`config.mk`:
```
export PLATFORM = sky130hd
export DESIGN_NAME = fifo_param
export DESIGN_NICKNAME = d
export VERILOG_FILES = /design/src/rtl/fifo_param.sv
export SDC_FILE = /design/constraint.sdc
export NUM_CORES = 1
export LEC_CHECK = 0
export CAP_MARGIN = 15
export CORE_MARGIN = 10
export CORE_UTILIZATION = 52
export CTS_CLUSTER_DIAMETER = 100
export DETAILED_ROUTE_END_ITERATION = 10
export PLACE_DENSITY_LB_ADDON = 0.25
export SYNTH_ARGS = -nofsm -noshare
export SYNTH_HDL_FRONTEND = slang
export SYNTH_SLANG_ARGS = --single-unit
```
`constraint.sdc`:
```
create_clock -name clk -period 4 [get_ports clk]
set_input_delay 0.4 -clock clk [delete_from_list [all_inputs] [get_ports clk]]
set_output_delay 0.4 -clock clk [all_outputs]
set_load 0.005 [all_outputs]
```
`src/rtl/fifo_param.sv`:
```
// rtl/fifo_param.sv - parameterised synchronous FIFO with flush, threshold flags and high-water mark
module fifo_param #(
    parameter int DATA_WIDTH = 32,
    parameter int ADDR_WIDTH = 3,
    parameter int AF_LEVEL   = 6,
    parameter int AE_LEVEL   = 2
) (
    input  logic                  clk,
    input  logic                  reset,
    input  logic                  flush,
    input  logic                  wr_en,
    input  logic                  rd_en,
    input  logic [DATA_WIDTH-1:0] d_in,
    output logic [DATA_WIDTH-1:0] d_out,
    output logic [ADDR_WIDTH:0]   data_count,
    output logic                  full,
    output logic                  empty,
    output logic                  almost_full,
    output logic                  almost_empty,
    output logic                  wr_ack,
    output logic                  wr_err,
    output logic                  rd_ack,
    output logic                  rd_err,
    output logic [ADDR_WIDTH:0]   high_water
);

    localparam int                DEPTH   = 1 << ADDR_WIDTH;
    localparam logic [ADDR_WIDTH:0] C_DEPTH = (ADDR_WIDTH + 1)'(DEPTH);
    localparam logic [ADDR_WIDTH:0] C_AF    = (ADDR_WIDTH + 1)'(AF_LEVEL);
    localparam logic [ADDR_WIDTH:0] C_AE    = (ADDR_WIDTH + 1)'(AE_LEVEL);

    logic [DATA_WIDTH-1:0] r_mem [DEPTH];
    logic [ADDR_WIDTH-1:0] r_wr_ptr;
    logic [ADDR_WIDTH-1:0] r_rd_ptr;
    logic [ADDR_WIDTH:0]   r_count;
    logic [ADDR_WIDTH:0]   r_high_water;
    logic [DATA_WIDTH-1:0] r_d_out;
    logic                  r_wr_ack;
    logic                  r_wr_err;
    logic                  r_rd_ack;
    logic                  r_rd_err;

    logic                  w_full;
    logic                  w_empty;
    logic                  w_rd_acc;
    logic                  w_wr_acc;
    logic [ADDR_WIDTH:0]   w_count_nxt;

    // Status flags decode only the registered occupancy, so no input reaches an output combinationally.
    assign w_full  = (r_count == C_DEPTH);
    assign w_empty = (r_count == '0);

    // A read frees a slot on the same edge, so a full FIFO can still take a paired write;
    // an empty FIFO never reads through the word being written.
    assign w_rd_acc = rd_en && !w_empty;
    assign w_wr_acc = wr_en && (!w_full || w_rd_acc);

    // Occupancy only moves when exactly one side is accepted.
    always_comb begin
        w_count_nxt = r_count;
        if (w_wr_acc && !w_rd_acc) begin
            w_count_nxt = r_count + (ADDR_WIDTH + 1)'(1);
        end else if (w_rd_acc && !w_wr_acc) begin
            w_count_nxt = r_count - (ADDR_WIDTH + 1)'(1);
        end
    end

    // Storage array; writes are suppressed on reset and flush edges.
    always_ff @(posedge clk) begin
        if (!reset && !flush && w_wr_acc) begin
            r_mem[r_wr_ptr] <= d_in;
        end
    end

    // Pointers, occupancy, read data, handshake pulses and high-water tracking.
    always_ff @(posedge clk) begin
        if (reset) begin
            r_wr_ptr     <= '0;
            r_rd_ptr     <= '0;
            r_count      <= '0;
            r_high_water <= '0;
            r_d_out      <= '0;
            r_wr_ack     <= 1'b0;
            r_wr_err     <= 1'b0;
            r_rd_ack     <= 1'b0;
            r_rd_err     <= 1'b0;
        end else if (flush) begin
            // Contents are discarded but the last read word and high-water mark survive.
            r_wr_ptr     <= '0;
            r_rd_ptr     <= '0;
            r_count      <= '0;
            r_wr_ack     <= 1'b0;
            r_wr_err     <= 1'b0;
            r_rd_ack     <= 1'b0;
            r_rd_err     <= 1'b0;
        end else begin
            r_wr_ack <= w_wr_acc;
            r_wr_err <= wr_en && !w_wr_acc;
            r_rd_ack <= w_rd_acc;
            r_rd_err <= rd_en && !w_rd_acc;
            if (w_rd_acc) begin
                r_d_out  <= r_mem[r_rd_ptr];
                r_rd_ptr <= r_rd_ptr + ADDR_WIDTH'(1);
            end
            if (w_wr_acc) begin
                r_wr_ptr <= r_wr_ptr + ADDR_WIDTH'(1);
            end
            r_count <= w_count_nxt;
            if (w_count_nxt > r_high_water) begin
                r_high_water <= w_count_nxt;
            end
        end
    end

    assign d_out        = r_d_out;
    assign data_count   = r_count;
    assign full         = w_full;
    assign empty        = w_empty;
    assign almost_full  = (r_count >= C_AF);
    assign almost_empty = (r_count <= C_AE);
    assign wr_ack       = r_wr_ack;
    assign wr_err       = r_wr_err;
    assign rd_ack       = r_rd_ack;
    assign rd_err       = r_rd_err;
    assign high_water   = r_high_water;

endmodule

```
## Yosys cells after proc, flatten, opt, wreduce, memory -nomap -nowiden

Memory sizes are Yosys's and may differ from the RTL's. A register that Yosys moved wholly into a read port is not among the register bits.
Cells that the tools add are included.

- Flip-flop bits (word level): 18
- Memory bits (writable): 256
- Bits of input ports: 37
- Output and inout port bits: 48
- Logic and storage cells: 41
- Memories kept: 1

- Add/subtract/negate cells: 4
- $lt $le $gt $ge: 3
- Equal/unequal tests: 1
- Muxes and demuxes: 4
- Bitwise logic cells: 1
- Reductions and logical operators: 19

Memory list:

| name | depth | width | read ports | clocked after memory_dff | write ports | RTL line | RTL |
|---|---|---|---|---|---|---|---|
| r_mem | 8 | 32 | 1 | 1 | 1 | 32 | `logic [DATA_WIDTH-1:0] r_mem [DEPTH];` |

Operators by type and width:

| kind | count |
|---|---|
| 1-bit logical AND | 8 |
| 4-bit two-way mux | 2 |
| 3-bit by 1-bit adder with 3-bit output (second input constant) | 2 |
| 1-bit logical NOT | 6 |
| 4-bit by 1-bit adder with 4-bit output (second input constant) | 1 |
| 4-bit equality test (second input constant) | 1 |
| 4-bit by 3-bit >= comparator with 1-bit output (second input constant) | 1 |
| 4-bit > comparator | 1 |
| 4-bit by 2-bit less-or-equal comparator with 1-bit output (second input constant) | 1 |
| 4-bit logical NOT | 1 |
| 2-bit AND reduction | 2 |
| 4-bit by 1-bit subtractor with 4-bit output (second input constant) | 1 |
| 1-bit two-way mux | 2 |
| 2-bit OR reduction | 1 |
| 1-bit logical OR | 1 |
| 1-bit inverter | 1 |

## Depth between registers and ports, before layout

Gate-level depths: netlist of the first run.

- Depth in word-level cells: 11
- Gate-level depth with buffers: 15
- Mapped depth without buffers: 13

## Worst setup path after synthesis of the first run

Ideal clock, no wire load.

- Path type: register to register
- From: reg r_count[1] (netlist: data_count[1])
- To: mem r_mem[0][0], enable pin
- Library setup time: 0.461 ns
- Arrival: 3.835 ns
- Data required time: 3.539 ns
- Path slack: -0.296 ns
- Cell stages (with the launch flop): 8
- Buffers on the path: 1
- Clock period less this slack: 4.296 ns
- Path through: dfxtp_1 clkbuf_1 inv_1 ha_1 nand3b_1 o21ai_1 or3_1 nor3_1

- Longest elaborated chain between the ends: 8
- Elaborated cells on any way between the ends: 10
- Classes of those cells: eq/ne: 1; mux: 2; reduce/logical: 7

RTL lines:

| what | RTL line | RTL |
|---|---|---|
| start: declaration | 35 | `logic [ADDR_WIDTH:0] r_count;` |
| start signal: assignment | 108 | `r_count <= w_count_nxt;` |
| 4-bit logical NOT | 51 | `assign w_empty = (r_count == '0);` |
| 1-bit logical NOT | 55 | `assign w_rd_acc = rd_en && !w_empty;` |
| 1-bit logical AND | 55 |  |
| 1-bit logical OR * | 56 | `assign w_wr_acc = wr_en && (!w_full \|\| w_rd_acc);` |
| 1-bit logical AND * | 56 |  |
| 1-bit logical AND * | 70 | `if (!reset && !flush && w_wr_acc) begin` |
| 1-bit two-way mux * | 70 |  |
| 1-bit two-way mux (implied by the code) * | 71 | `r_mem[r_wr_ptr] <= d_in;` |
| end: declaration | 32 |  |

Mark *: on every way between the ends. The rest lies on a longest branch, timed or not.

## Worst setup path in the final report of the first run

- From: reg r_count[0] (netlist: data_count[0])
- To: reg r_high_water[1] (netlist: high_water[1])

- Longest elaborated chain between the ends: 11
- Elaborated cells on any way between the ends: 17
- Classes of those cells: add/sub: 2; order compare: 1; eq/ne: 1; mux: 2; reduce/logical: 11

RTL lines:

| what | RTL line | RTL |
|---|---|---|
| 4-bit logical NOT | 51 |  |
| 1-bit logical NOT | 55 |  |
| 1-bit logical AND | 55 |  |
| 1-bit logical OR | 56 |  |
| 1-bit logical AND | 56 |  |
| 1-bit logical NOT | 63 | `end else if (w_rd_acc && !w_wr_acc) begin` |
| 1-bit logical AND | 63 |  |
| 4-bit two-way mux | 63 |  |
| 4-bit two-way mux * | 61 | `if (w_wr_acc && !w_rd_acc) begin` |
| named net w_count_nxt[3] | 47 | `logic [ADDR_WIDTH:0] w_count_nxt;` |
| 4-bit > comparator * | 109 | `if (w_count_nxt > r_high_water) begin` |
| 2-bit AND reduction (no line) * | n/a |  |
| end signal: assignment | 110 | `r_high_water <= w_count_nxt;` |
| end: declaration | 36 | `logic [ADDR_WIDTH:0] r_high_water;` |

The timed path passes the listed nets; every way through them passes the cells marked *.
A chain may end at the register's enable or synchronous reset.

==> flow_metrics.tcl, run 1 <==
set metrics [dict create \
    antenna_found_initial 0 \
    seq_area_mm2 0.008697 \
    cts_tree "done" \
    rr_endpoint "high_water[1]" \
    r2r_slack_ns 0.56 \
    clkPwrFrac 0.411 \
    use_met1 0.2267 \
    cp_cell_sequence "inv_1 -> ha_1 -> or3b_1 -> nand2_4 -> o21ai_0 -> xnor2_1 -> inv_1 -> ha_1 -> a41o_1 -> a21oi_1 -> nand2_1 -> o22ai_1" \
    clk_path_buf_depth 3 \
    drc 0 \
    synth_cell_types 44 \
    cts-root-buf "clkbuf_16" \
    max_stage_delay_ns 0.52 \
    globalplace.congestion 0.8272 \
    critical_path_required_ns 4.46 \
    cp_slowest_cell "or3b_1" \
    ctsHoldBuffers 0 \
    cts_htree_levels 1 \
    max-cap-violations 0 \
    max_slew_margin 0.3175 \
    syn_nets 654 \
    synthTopCellsByArea "edfxtp_1 (66%), mux4_2 (12%), dfxtp_1 (8.6%), mux2i_1 (2.9%), a21oi_1 (1.6%)" \
    synth_area_mm2 0.01164 \
    wl_mm 23.24 \
    worstPathMaxFanout 7 \
    rsz0062_at_grt "false" \
    power_switching_mw 1.308 \
    vias 5917 \
    syn_to_final_growth_pct 19.09 \
    cts.sinks 306 \
    hpwl_mm 14.05 \
    core.rowCount 54 \
    period_needed_ns 3.444 \
    cts_setup_buffers 0 \
    ir_worst_vdd_mv 0.3341 \
    multi_input_area_mm2 0.002813 \
    grt_util_met2 0.2637 \
    ctsResizeCount 0 \
    status "finished, final reports clean" \
    initial_core_util 0.5316 \
    grt_pass1_vias 6283 \
    synth_seq_cells 306 \
    yosysTopAreaCellShare 0.6606 \
    startpoint_type "flop" \
    internal_power_mw 5.190 \
    grt_pass1_wl_mm 37.39 \
    seqPwrFrac 0.541 \
    drt-vias-per-instance 5.824 \
    syn-mean-instance-area_um2 19.14 \
    layout_common_cells "edfxtp_1 (256), clkdlybuf4s50_1 (84), mux4_2 (64)" \
    cts_buffers 31 \
    fin_util 0.6330 \
    path_delay_family "compound AO/OA/AOI/OAI gates" \
    n_fill_cell 1537 \
    setup-tns-final_ns 0 \
    setup_viol 0 \
    grt_overflow 0 \
    hold_viol_final 0 \
    path_buf_inv 2 \
    die_w_um 169.6 \
    rr_startpoint "data_count[0]" \
    rr_worst_depth 12 \
    slew_viol_final 0 \
    drt_iter0_drc 485 \
    num_antenna_cells 0 \
    first_pass_iters 5 \
    dieHeight_um 169.6 \
    clock_skew_ns 0.01992 \
    yosysWarnings 0 \
    synth-edff-count 256 \
    grt_max_degree 67 \
    fmax_ghz 0.2904 \
    grt.busiest_layer "met2" \
    syn_inst 608 \
    clock_latency_ns 0.54 \
    period_share 0.8610 \
    cp-end-kind "flop" \
    min_to "d_out[11]" \
    ant_nets 0 \
    worstSetupPathType "flop to flop" \
    final_common_cell "edfxtp_1" \
    power.leakage_nw 4.353 \
    synthFlopType "edfxtp_1" \
    numPortBuffers 84 \
    hold_depth 2 \
    track_usage 0.1639 \
    ioPinCount 85 \
    met3_usage 0.03150 \
    core-area_mm2 0.02189 \
    hold_path.class "flop to flop" \
    dieArea_mm2 0.02876 \
    pwr_density_cell_mw_per_mm2 468.9 \
    worstMarginPinSlew_ns 1.024 \
    yosysTopAreaCell "edfxtp_1" \
    whs_ns 0.5230 \
    dpl_cell_area_mm2 0.01290 \
    path_clk_slew_ns 0.06 \
    drive_above_1_share 0.2011 \
    async_flop_share 0 \
    crit_arrival_ns 3.91 \
    swShare 0.2012 \
    yosysSeqAreaShare 0.7467 \
    combPwrFrac 0.048 \
    wl_per_cell_um 22.87 \
    worstHoldStart "d_out[11]" \
    nets 758 \
    final_area_mm2 0.01386 \
]
[worst max path at each step]
stage / cells past startpoint / to / startpoint
after floorplan: 7 / r_mem[4][0] / data_count[1]
after global placement: 5 / r_mem[6][3] / rd_en
after detailed placement: 9 / high_water[3] / rd_en
after CTS: 12 / high_water[3] / data_count[0]
after global routing: 12 / high_water[1] / data_count[1]
final: 12 / high_water[1] / data_count[0]
[cell usage after synthesis, drive strengths merged (2+ instances only)]
cell type	count
edfxtp	256
mux4	64
dfxtp	50
a21oi	38
o21ai	38
mux2i	35
nor2	21
clkbuf	17
buf	15
inv	13
nand2	11
ha	9
nor3	6
nand2b	3
nor2b	3
o22ai	3
xnor2	3
xor2	3
nand3	2
o211ai	2
[worst min-delay path, cell delays in order, from the launching register on]
cell     delay [ns]
dfxtp_1        0.31
o21ai_1        0.12
a21oi_1        0.05
[metal layers]
metal / part of all wire / vias up
li1: - / 2652
met1: 0.43 / 3046
met2: 0.49 / 191
met3: 0.064 / 28
met4: 0.015 / 0
met5: 0 / -
[through the flow]
stage	total power [mW]	instances	worst slack (ns)
after global placement	3.883	959	0.7474
final	6.498	1016	0.5559
after global routing	6.734	1016	0.3595
after CTS	6.566	1016	0.6107
after detailed placement	3.895	959	0.6318
after floorplan	3.732	608	0.5610
[logic make-up (layout without fill, tap and decap cells)]
| group | count (synthesis) | after routing | synth area share |
|---|---|---|---|
| DFF | 306 | 306 | 0.7467 |
| xor gates and xnor gates | 6 | 6 | 0.005162 |
| and+or+nand+nor | 56 | 56 | 0.02463 |
| buffers and inverters | 45 | 173 | 0.01742 |
| adders and majority gates | 9 | 9 | 0.009678 |
| muxes | 100 | 100 | 0.1560 |
| AOI/OAI and AO/OA | 86 | 86 | 0.04043 |
[final cells by class]
type                            count  share of cell area
Sequential cell                   306              0.6276
Multi-Input combinational cell    257              0.2030
Timing Repair Buffer              103             0.07187
Clock buffer                       37             0.05761
Tap cell                          280             0.02528
Clock inverter                     20             0.01111
Inverter                           13            0.003521
[power groups by stage]
stage / registers [mW] / logic (mW) / clock network [mW]
4_1_cts: 3.52 / 0.315 / 2.74
3_3_place_gp: 3.58 / 0.302 / 0
2_1_floorplan: 3.57 / 0.158 / 0
6_report: 3.52 / 0.311 / 2.67
5_1_grt: 3.52 / 0.341 / 2.87
3_5_place_dp: 3.58 / 0.312 / 0
[sequential cells by signal, indices dropped and copies added (netlist names)]
| name | flops |
|---|---|
| wr_ack | 1 |
| wr_err | 1 |
| r_rd_ptr | 3 |
| rd_ack | 1 |
| high_water | 4 |
| data_count | 4 |
| rd_err | 1 |
| r_mem | 256 |
| d_out | 32 |
| r_wr_ptr | 3 |
Power figures use the tool's default switching activity.
==> run 2, diff against run 1 <==
- CORE_UTILIZATION: 52 -> 55
- CTS_BUF_LIST: unset -> sky130_fd_sc_hd__clkbuf_4 sky130_fd_sc_hd__clkbuf_8
==> run 2 against run 1 <==
Maximum frequency down 3.1%. Non-clock buffer count down 3. Combinational power about the same. Via count fell by 0.41%. Routed wire length decreased by 1.6%. Sequential power about the same. Global-route usage rose by 0.76 points. Largest power group unchanged.
==> flow_metrics.tcl, run 2 (synthesis results as in run 1) <==
set metrics [dict create \
    globalplace.congestion 0.8140 \
    max_stage_delay_ns 0.52 \
    status "finished, final reports clean" \
    whs_ns 0.4867 \
    period_needed_ns 3.553 \
    max_slew_margin 0.2474 \
    worstSetupPathType "flop to flop" \
    rsz0062_at_grt "false" \
    die_w_um 165.5 \
    dieArea_mm2 0.02738 \
    n_fill_cell 1388 \
    max-cap-violations 0 \
    cts_htree_levels 2 \
    setup_viol 0 \
    initial_core_util 0.5571 \
    nets 772 \
    ir_worst_vdd_mv 0.3404 \
    top_register "r_mem" \
    ant_nets 0 \
    hold_viol_final 0 \
    clock_latency_ns 0.55 \
    grt_pass1_wl_mm 36.02 \
    grt_max_degree 41 \
    drt_iter0_drc 367 \
    layout_common_cells "edfxtp_1 (256), clkdlybuf4s50_1 (84), mux4_2 (64)" \
    hpwl_mm 13.71 \
    largest_reg_flops 256 \
    cp-end-kind "flop" \
    cts_setup_buffers 0 \
    place_inst 951 \
    ctsResizeCount 0 \
    wl_per_cell_um 21.99 \
    crit_arrival_ns 4.02 \
    antenna_found_initial 0 \
    critical_path_required_ns 4.47 \
    fin_cells 1040 \
    hold_depth 2 \
    numPortBuffers 84 \
    cts-root-buf "clkbuf_8" \
    track_usage 0.1715 \
    dieHeight_um 165.5 \
    slew_viol_final 0 \
    clk_path_buf_depth 3 \
    ioPinCount 85 \
    cts_buffers 48 \
    core.rowCount 53 \
    core-area_mm2 0.02089 \
    startpoint_type "flop" \
    path_clk_slew_ns 0.06 \
    fin_util 0.6646 \
    crit_cells 13 \
    syn_to_final_growth_pct 19.30 \
    clock_skew_ns 0.01828 \
    grt_overflow 0 \
    cts.sinks 306 \
    first_pass_iters 5 \
    path_buf_inv 2 \
    path_delay_family "compound AO/OA/AOI/OAI gates" \
    wl_mm 22.87 \
    rr_worst_depth 13 \
    drc 0 \
    pwr_density_cell_mw_per_mm2 461.1 \
    cp_slowest_cell "or3b_1" \
    cp_cell_sequence "inv_1 -> ha_1 -> or3b_1 -> a21oi_1 -> nor3_1 -> o21ai_0 -> inv_1 -> ha_1 -> nor2b_1 -> o211ai_1 -> a21oi_1 -> nand2_1 -> o22ai_1" \
    vias 5893 \
    worstPathMaxFanout 12 \
    period_share 0.8882 \
    grt_pass1_vias 6330 \
    power.leakage_nw 4.400 \
    setup-tns-final_ns 0 \
    fmax_ghz 0.2815 \
    power.total_mw 6.401 \
    cts_tree "done" \
    drt-vias-per-instance 5.666 \
    num_antenna_cells 0 \
    worstMarginPinSlew_ns 1.128 \
    hold_path.class "flop to flop" \
    drive_above_1_share 0.2379 \
    final_common_cell "edfxtp_1" \
    ctsHoldBuffers 0 \
]
run 2: cell types whose count changed in the layout (fill, tap and decap cells not counted), moves of 2 or more:
cell	before	now
clkbuf_4	0	19
buf_4	18	12
buf_12	1	4
bufinv_16	2	0
clkbuf_8	0	55
clkbuf_16	31	0
clkbuf_1	6	0
clkinv_2	7	5
run 2: cell type report:
| cell class | instances | area (um2) | area share |
|---|---|---|---|
| Sequential cell | 306 | 8695 | 0.6263 |
| Inverter | 13 | 48.80 | 0.003515 |
| Multi-Input combinational cell | 257 | 2813 | 0.2026 |
| Tap cell | 275 | 344.1 | 0.02479 |
| Clock inverter | 15 | 71.32 | 0.005137 |
| Clock buffer | 74 | 899.6 | 0.06480 |
| Timing Repair Buffer | 100 | 1011 | 0.07283 |
run 2: tightest hold or removal path, cell delays in order (launching register included):
cell and delay [ns]:
dfxtp_2 0.34, nand2_1 0.05, a21oi_1 0.05
run 2: stage by stage:
stage / worst slack (ns) / cell area [um2]
3_3_place_gp: 0.7455 / 12910
3_5_place_dp: 0.5573 / 12910
2_1_floorplan: 0.5610 / 11650
6_report: 0.4473 / 13880
4_1_cts: 0.5474 / 13880
5_1_grt: 0.3220 / 13880
run 2: worst paths after layout:
path / startpoint / end / slack [ns]
worst min-delay path: r_rd_ptr[1] / r_rd_ptr[1] / 0.49
worst max register to register: data_count[1] / high_water[3] / 0.45
worst max-delay path: data_count[1] / high_water[3] / 0.45
worst min register to register: r_rd_ptr[1] / r_rd_ptr[1] / 0.49
run 2: layer usage:
metal | track usage | vias to the layer above | wire (um)
met5 | 0 | - | 0
met4 | 0.05666 | 0 | 445
met3 | 0.03471 | 42 | 1338
met2 | 0.2826 | 180 | 11640
met1 | 0.2250 | 2994 | 9443
li1 | - | 2677 | -
run 2: where the power goes:
group / internal (mW) / switching [mW]
clock: 1.43 / 1.14
combinational: 0.156 / 0.155
sequential: 3.49 / 0.0255
